==> config.mk <==
export PLATFORM = sky130hd
export DESIGN_NAME = mult_seq_ctrl
export DESIGN_NICKNAME = d
export VERILOG_FILES = /design/src/rtl/mult_seq_ctrl.sv
export SDC_FILE = /design/constraint.sdc
export NUM_CORES = 1
export LEC_CHECK = 0
export ABC_AREA = 1
export ABC_CLOCK_PERIOD_IN_PS = 9000
export BUFFER_PORTS_ARGS = -buffer_cell sky130_fd_sc_hd__buf_2
export CAP_MARGIN = 10
export CORE_MARGIN = 1.5
export CORE_UTILIZATION = 35
export DETAILED_ROUTE_END_ITERATION = 12
export GPL_TIMING_DRIVEN = 0
export PLACE_DENSITY_LB_ADDON = 0.15
export SETUP_SLACK_MARGIN = 0.02
export SLEW_MARGIN = 20
export SYNTH_ARGS = -nofsm -noshare
export SYNTH_HDL_FRONTEND = slang
export SYNTH_SLANG_ARGS = --single-unit
==> constraint.sdc <==
create_clock -name clk -period 9 [get_ports clk]
set_input_delay 1.8 -clock clk [delete_from_list [all_inputs] [get_ports clk]]
set_output_delay 1.8 -clock clk [all_outputs]
set_load 0.01 [all_outputs]
==> src/rtl/mult_seq_ctrl.sv <==
// Iterative shift-and-add multiplier sequencer.
// Drives an external adder, one partial product per cycle.
module mult_seq_ctrl #(
   parameter int WIDTH = 64,
   parameter int CNT_W = 7
) (
   input  logic             clk,
   input  logic             reset,
   input  logic             start,
   input  logic [WIDTH-1:0] op_a,
   input  logic [WIDTH-1:0] op_b,
   output logic             ready,
   output logic             done,
   output logic [WIDTH-1:0] result,
   output logic [WIDTH-1:0] add_a,
   output logic [WIDTH-1:0] add_b,
   input  logic [WIDTH-1:0] add_sum
);

   typedef enum logic [1:0] {
      S_IDLE,
      S_RUN,
      S_DONE
   } state_t;

   state_t           state;
   state_t           state_nxt;
   logic [WIDTH-1:0] acc;
   logic [WIDTH-1:0] m;
   logic [WIDTH-1:0] q;
   logic [CNT_W-1:0] cnt;
   logic [CNT_W-1:0] cnt_inc;
   logic             last;

   assign cnt_inc = cnt + 1'b1;

   // State register
   always_ff @(posedge clk or posedge reset) begin
      if (reset) state <= S_IDLE;
      else       state <= state_nxt;
   end

   // Next state, handshake and adder operand selection
   always_comb begin
      state_nxt = state;
      ready     = 1'b0;
      done      = 1'b0;
      add_a     = '0;
      add_b     = '0;
      last      = 1'b0;
      case (state)
         S_IDLE: begin
            ready = 1'b1;
            if (start)
               state_nxt = (op_b != '0) ? S_RUN : S_DONE;
         end
         S_RUN: begin
            add_a = acc;
            add_b = q[0] ? m : '0;
            last  = ((q >> 1) == '0) ||
                    (cnt_inc == CNT_W'(WIDTH));
            if (last) state_nxt = S_DONE;
         end
         S_DONE: begin
            done      = 1'b1;
            state_nxt = S_IDLE;
         end
         default: state_nxt = S_IDLE;
      endcase
   end

   // Operand capture, accumulation and result latch
   always_ff @(posedge clk or posedge reset) begin
      if (reset) begin
         acc    <= '0;
         m      <= '0;
         q      <= '0;
         cnt    <= '0;
         result <= '0;
      end else begin
         case (state)
            S_IDLE: begin
               if (start) begin
                  m   <= op_a;
                  q   <= op_b;
                  acc <= '0;
                  cnt <= '0;
                  if (op_b == '0) result <= '0;
               end
            end
            S_RUN: begin
               acc <= add_sum;
               m   <= m << 1;
               q   <= q >> 1;
               cnt <= cnt_inc;
               if (last) result <= add_sum;
            end
            default: ;
         endcase
      end
   end

endmodule

# After elaboration in Yosys (flattened, before gate mapping)
# Index checks and enable logic that the tools add are counted.
word_totals:
  regBits: 265
op_classes:
  eq_ne: 7
  add_sub_neg: 1
  n_mux: 22
  n_reduce_logical: 9
op_table:
  columns: ["cell", "count"]
  rows:
  - ["64-bit 2-to-1 mux", 9]
  - ["64-bit one-hot mux with 2 select lines", 4]
  - ["64-bit zero test", 2]
  - ["64-bit nonzero test", 1]
  - ["7-bit one-hot mux with 2 select lines", 1]
  - ["2-bit != test (second input constant)", 4]
  - ["7-bit by 1-bit adder with 7-bit output (second input constant)", 1]
  - ["7-bit == test (second input constant)", 1]
  - ["7-bit 2-to-1 mux", 1]
  - ["2-bit 2-to-1 mux", 3]
  - ["2-bit one-hot mux with 2 select lines", 1]
  - ["2-bit AND reduction", 2]
  - ["4-bit AND reduction", 1]
  - ["1-bit 2-to-1 mux", 3]
  - ["2-bit by 1-bit == test with 1-bit output (second input constant)", 1]
  - ["2-bit == test (second input constant)", 1]
  - ["2-bit zero test", 1]
  - ["2-bit nonzero test", 1]
  - ["1-bit logical OR", 1]

# Longest topological paths before layout
depth:
  ltp_word: 6
  ltp_mapped: 14
  ltp_nobuf: 12

# Worst setup path before layout
# Ideal clock, no wire load.
synth_timing:
  path_kind: "reg2out"
  startpoint: "register state[1]"
  endpoint: "output port add_b[23]"
  t_required_ns: 7.200
  n_path_buf: 2
  t_arrival_ns: 1.432
  stages_incl_launch_ff: 6
  setup_slack_ns: 5.768
  path_cell_list: "dfrtp_1 -> nor2_4 -> clkbuf_1 -> nand2_1 -> clkbuf_1 -> nor2_1"
synth_between:
  elab_chain_len: 2
synth_rtl:
  columns: ["item", "line", "rtl"]
  rows:
  - ["from (decl)", "26", "state_t state;"]
  - ["from (signal assigned)", "40", "else state <= state_nxt;"]
  - ["2-bit by 1-bit == test with 1-bit output", "51", "case (state)"]
  - ["64-bit 2-to-1 mux", "51", null]
  - ["to (decl)", "16", "output logic [WIDTH-1:0] add_b,"]
# No other way between the ends.

# Worst setup path in the final report
layout_timing:
  startpoint: "register state[0]"
  endpoint: "output port add_b[57]"
# The elaborated chain is that of the path after synthesis.

==> results.txt <==
The run finished with clean final reports. The power density over the cells is 359 nW/µm². The start point of the worst hold path is result[10]. The flip-flop and latch count after synthesis is 265.

Prior to clock tree synthesis, the placed netlist has a worst setup slack of 4670 ps. Post-CTS repair changed the size of 0 cells. The layout filler cell count came out at 3647. The final global-route overflow total is 0.

The time the final worst path needs with I/O delays and setup came out at 4820 ps. By area the synthesized netlist is led by dfrtp_1 (53%), nand2_1 (13%), o21ai_0 (8.6%), nor2_1 (5.9%), inv_1 (5.4%). The worst path uses 53.6% of the clock period.

The arrival time of data at the critical path endpoint is 3020 ps. The setup slack of the critical path after layout came out at 4180 ps. The number of placed I/O pins is 389. The number of setup violations in the final report came out at 0.

STA classifies the critical path endpoint as a primary output. The post-detailed-route via-to-cell ratio came out at 4.83. Dividing the detail-routed wire length by the instance count gives 16.1 µm. Global routing used 21.6% of the available tracks.

The overall die area is 37100 µm². The initial antenna violation count is 2. The wire-length estimate of the detail-placed layout is 30.8 mm. The routed length on met2 is 19.3 mm. The clock latency of the later-clocked register in the worst-skew pair is 550 ps. The first-pass GRT wire length is 63.6 mm. Of all cell types, the one taking the most synthesized area is dfrtp_1. The highest metal layer carrying signal wires in the routed design is met5. The largest net degree at the start of global routing is 34. Routability-driven placement finished with a final weighted congestion of 0.851. The mapped netlist covers 12600 µm². The number of remaining DRC errors is 0. The critical path is of the reg2out type. CTS placed an instance of clkbuf_16 at the clock tree root.

The area share of the leading cell type in the synthesized netlist is 52.6%. The synthesis warning total came out at 0. Across the run, the number of max-cap violations was 0.

The number of buffer and inverter instances along the worst setup path is 4. The area of the core came out at 35500 µm². The initial standard-cell utilization of the core came out at 35.5%. IR analysis of the VDD net gives a maximum drop of 168 µV.

CTS built an H-tree with a depth of 1. The capturing point of the worst reg2reg path is m[1]. On the final layout, the worst clock skew is 14.5 ps.

Summed over all cells, the static leakage comes to 0.00877 µW. No sink is reached through more buffers than the 3 on the longest clock path. The origin of the critical flop-to-flop path is state[0]. In the final design database the tool counted 2234 nets. The first-pass detailed-route iteration total came out at 5. The area growth from synthesis to layout is 30.0%. The post-CTS setup buffer count is 0. The count of final hold-check violations is 0. The required arrival time at the worst endpoint came out at 7200 ps. The proportion of layout cells with a drive suffix above 1 is 24.0%. Clock-pin slew was measured on the worst setup and hold paths at 60 ps.

TritonCTS built the clock tree. The sum of negative setup slack is 0 ps. Setup repair after global routing left no endpoint under its margin. Of all flip-flops after synthesis, the portion carrying an async set or reset was 100%. The number of enable-type register cells in the synthesized netlist is 0. The headroom to the max-slew limit is 47.0%.

The post-synthesis cell type count came out at 23. The flop-to-flop setup slack is 6730 ps. The timing-limited maximum frequency came out at 207 MHz. The synthesized area divided by synthesized cell count came out at 7.83 µm². The sum of met3 wire segment lengths after detailed routing came out at 2.54 mm.

Summing the sequential cell areas from Yosys gives 52.6% of the chip area. The slowest stage of the critical path belongs to the cell clkbuf_1. The critical path starts at state[0]. The post-synthesis instance total came out at 1608.

The min-delay analysis places its worst path in the category reg2reg. By instance count, the cell type seen most on the critical path is clkbuf_1. The number of gates on the worst path with buffers counted is 7.

Of all nets on the critical path, the largest fanout is 10. The count of input and output buffers came out at 388. The die is 193 µm tall. The via count of the first global-routing pass is 11800. The number of hold-repair buffers added at the cts stage is 0.

The DRC marker count from the first detailed-route iteration came out at 673. In the final routing, the length of wire on met1 measures 17.9 mm. STA classifies the critical path startpoint as a flop.

The number of buffers created by CTS is 31. The die span in x is 193 µm. Counting every sink on the clock net gives 265. The via count of the routed design is 12200. Wires add up to 40.8 mm. The most critical setup path has its endpoint at add_b[57]. The worst reg-to-reg path cell count came out at 9. The row count came out at 69. Among all flip-flop cells after synthesis, the most frequent one is dfrtp_1. The critical path goes through inv_2 > nor2_4 > clkbuf_1 > nand2_1 > clkbuf_1 > nor2_1 > buf_2. The slew at the pin with the worst max-slew slack is 795 ps. The antenna violation net count after detailed routing came out at 0. The number of nets in the synthesized netlist came out at 1804. The count of final max-slew check failures came to 0. Among cell families on the critical path, the largest total delay comes from buffers and inverters.

The highest cell delay on the worst timing path is 510 ps.
-- cells in the final DEF (no fill, tap or decap), types with 3 or more instances in the layout --
cell	n
o211ai_1	63
buf_1	8
a21oi_1	4
o22ai_1	3
buf_12	7
buf_2	421
dfrtp_1	265
clkinv_2	4
clkbuf_8	12
nand2_1	430
o21ai_0	216
inv_2	4
clkbuf_16	31
o21a_1	19
nor2_1	198
inv_1	180
buf_6	5
clkbuf_1	70
nand3_1	38
nand4_1	69
-- synth_stat cells, types with 5 or more instances --
master	n
nand2_1	430
dfrtp_1	265
o21ai_0	216
nor2_1	198
inv_1	181
nand4_1	69
clkbuf_1	63
o211ai_1	63
nand3_1	38
buf_2	33
o21a_1	19
buf_1	8
buf_6	5
-- sequential cells by signal, indices dropped and copies added (netlist names) --
name,cells
m,64
acc,64
cnt,7
q,64
state,2
result,64
-- where the power goes --
group	internal [µW]	switching, µW
clock	785	496
sequential	1660	151
combinational	881	1910
-- area by class of cell --
class	count	area [µm²]	share of cell area, %
clock buffers	50	967	5.91
diodes	2	5.00	0.0306
repair buffers	397	2140	13.0
plain buffers	110	495	3.03
clock inverters	7	88.8	0.542
well taps	461	577	3.52
flip-flops and latches	265	6630	40.5
multi-input cells	1048	4780	29.2
inverters	185	698	4.26
-- worst min path at each step --
stage            endpoint  slack [ps]  cells after the start
6_report       result[10]         460                      2
5_1_grt        result[12]         480                      2
4_1_cts        result[10]         470                      2
3_5_place_dp   result[56]         450                      2
3_3_place_gp   result[52]         450                      2
2_1_floorplan        m[1]         450                      2
-- cells by family (layout without fill, tap and decap cells) --
| group | after synthesis | count (layout) | share of synthesized area, % |
|---|---|---|---|
| other | 0 | 2 | 0 |
| and+or+nand+nor | 739 | 739 | 23.9 |
| buffers and inverters | 295 | 749 | 9.44 |
| AOI/OAI and AO/OA | 308 | 308 | 13.9 |
| adders and majority gates | 1 | 1 | 0.0993 |
| DFF | 265 | 265 | 52.6 |
-- tightest hold or removal path, cell delays in order (launching register included) --
cell and delay, ps:
dfrtp_1 330, nand2_1 50, nand2_1 40
-- through the flow --
stage / utilization, % / total power [µW] / hold slack [ps] / instance area, µm² / cells
detailed placement: 43.2 / 4640 / 453 / 15300 / 2466
CTS: 46.1 / 5940 / 469 / 16400 / 2523
finish: 46.2 / 5880 / 461 / 16400 / 2525
global placement: 42.6 / 4590 / 452 / 15100 / 2457
floorplan: - / 3650 / 449 / 12600 / 1608
global route: 46.1 / 6400 / 482 / 16400 / 2523
-- metal layers --
layer,global-route usage [%],vias up
li1,-,6017
met1,29.6,5767
met2,35.6,348
met3,3.58,54
met4,5.01,2
met5,0,-
(Power assumes the default switching activity.)
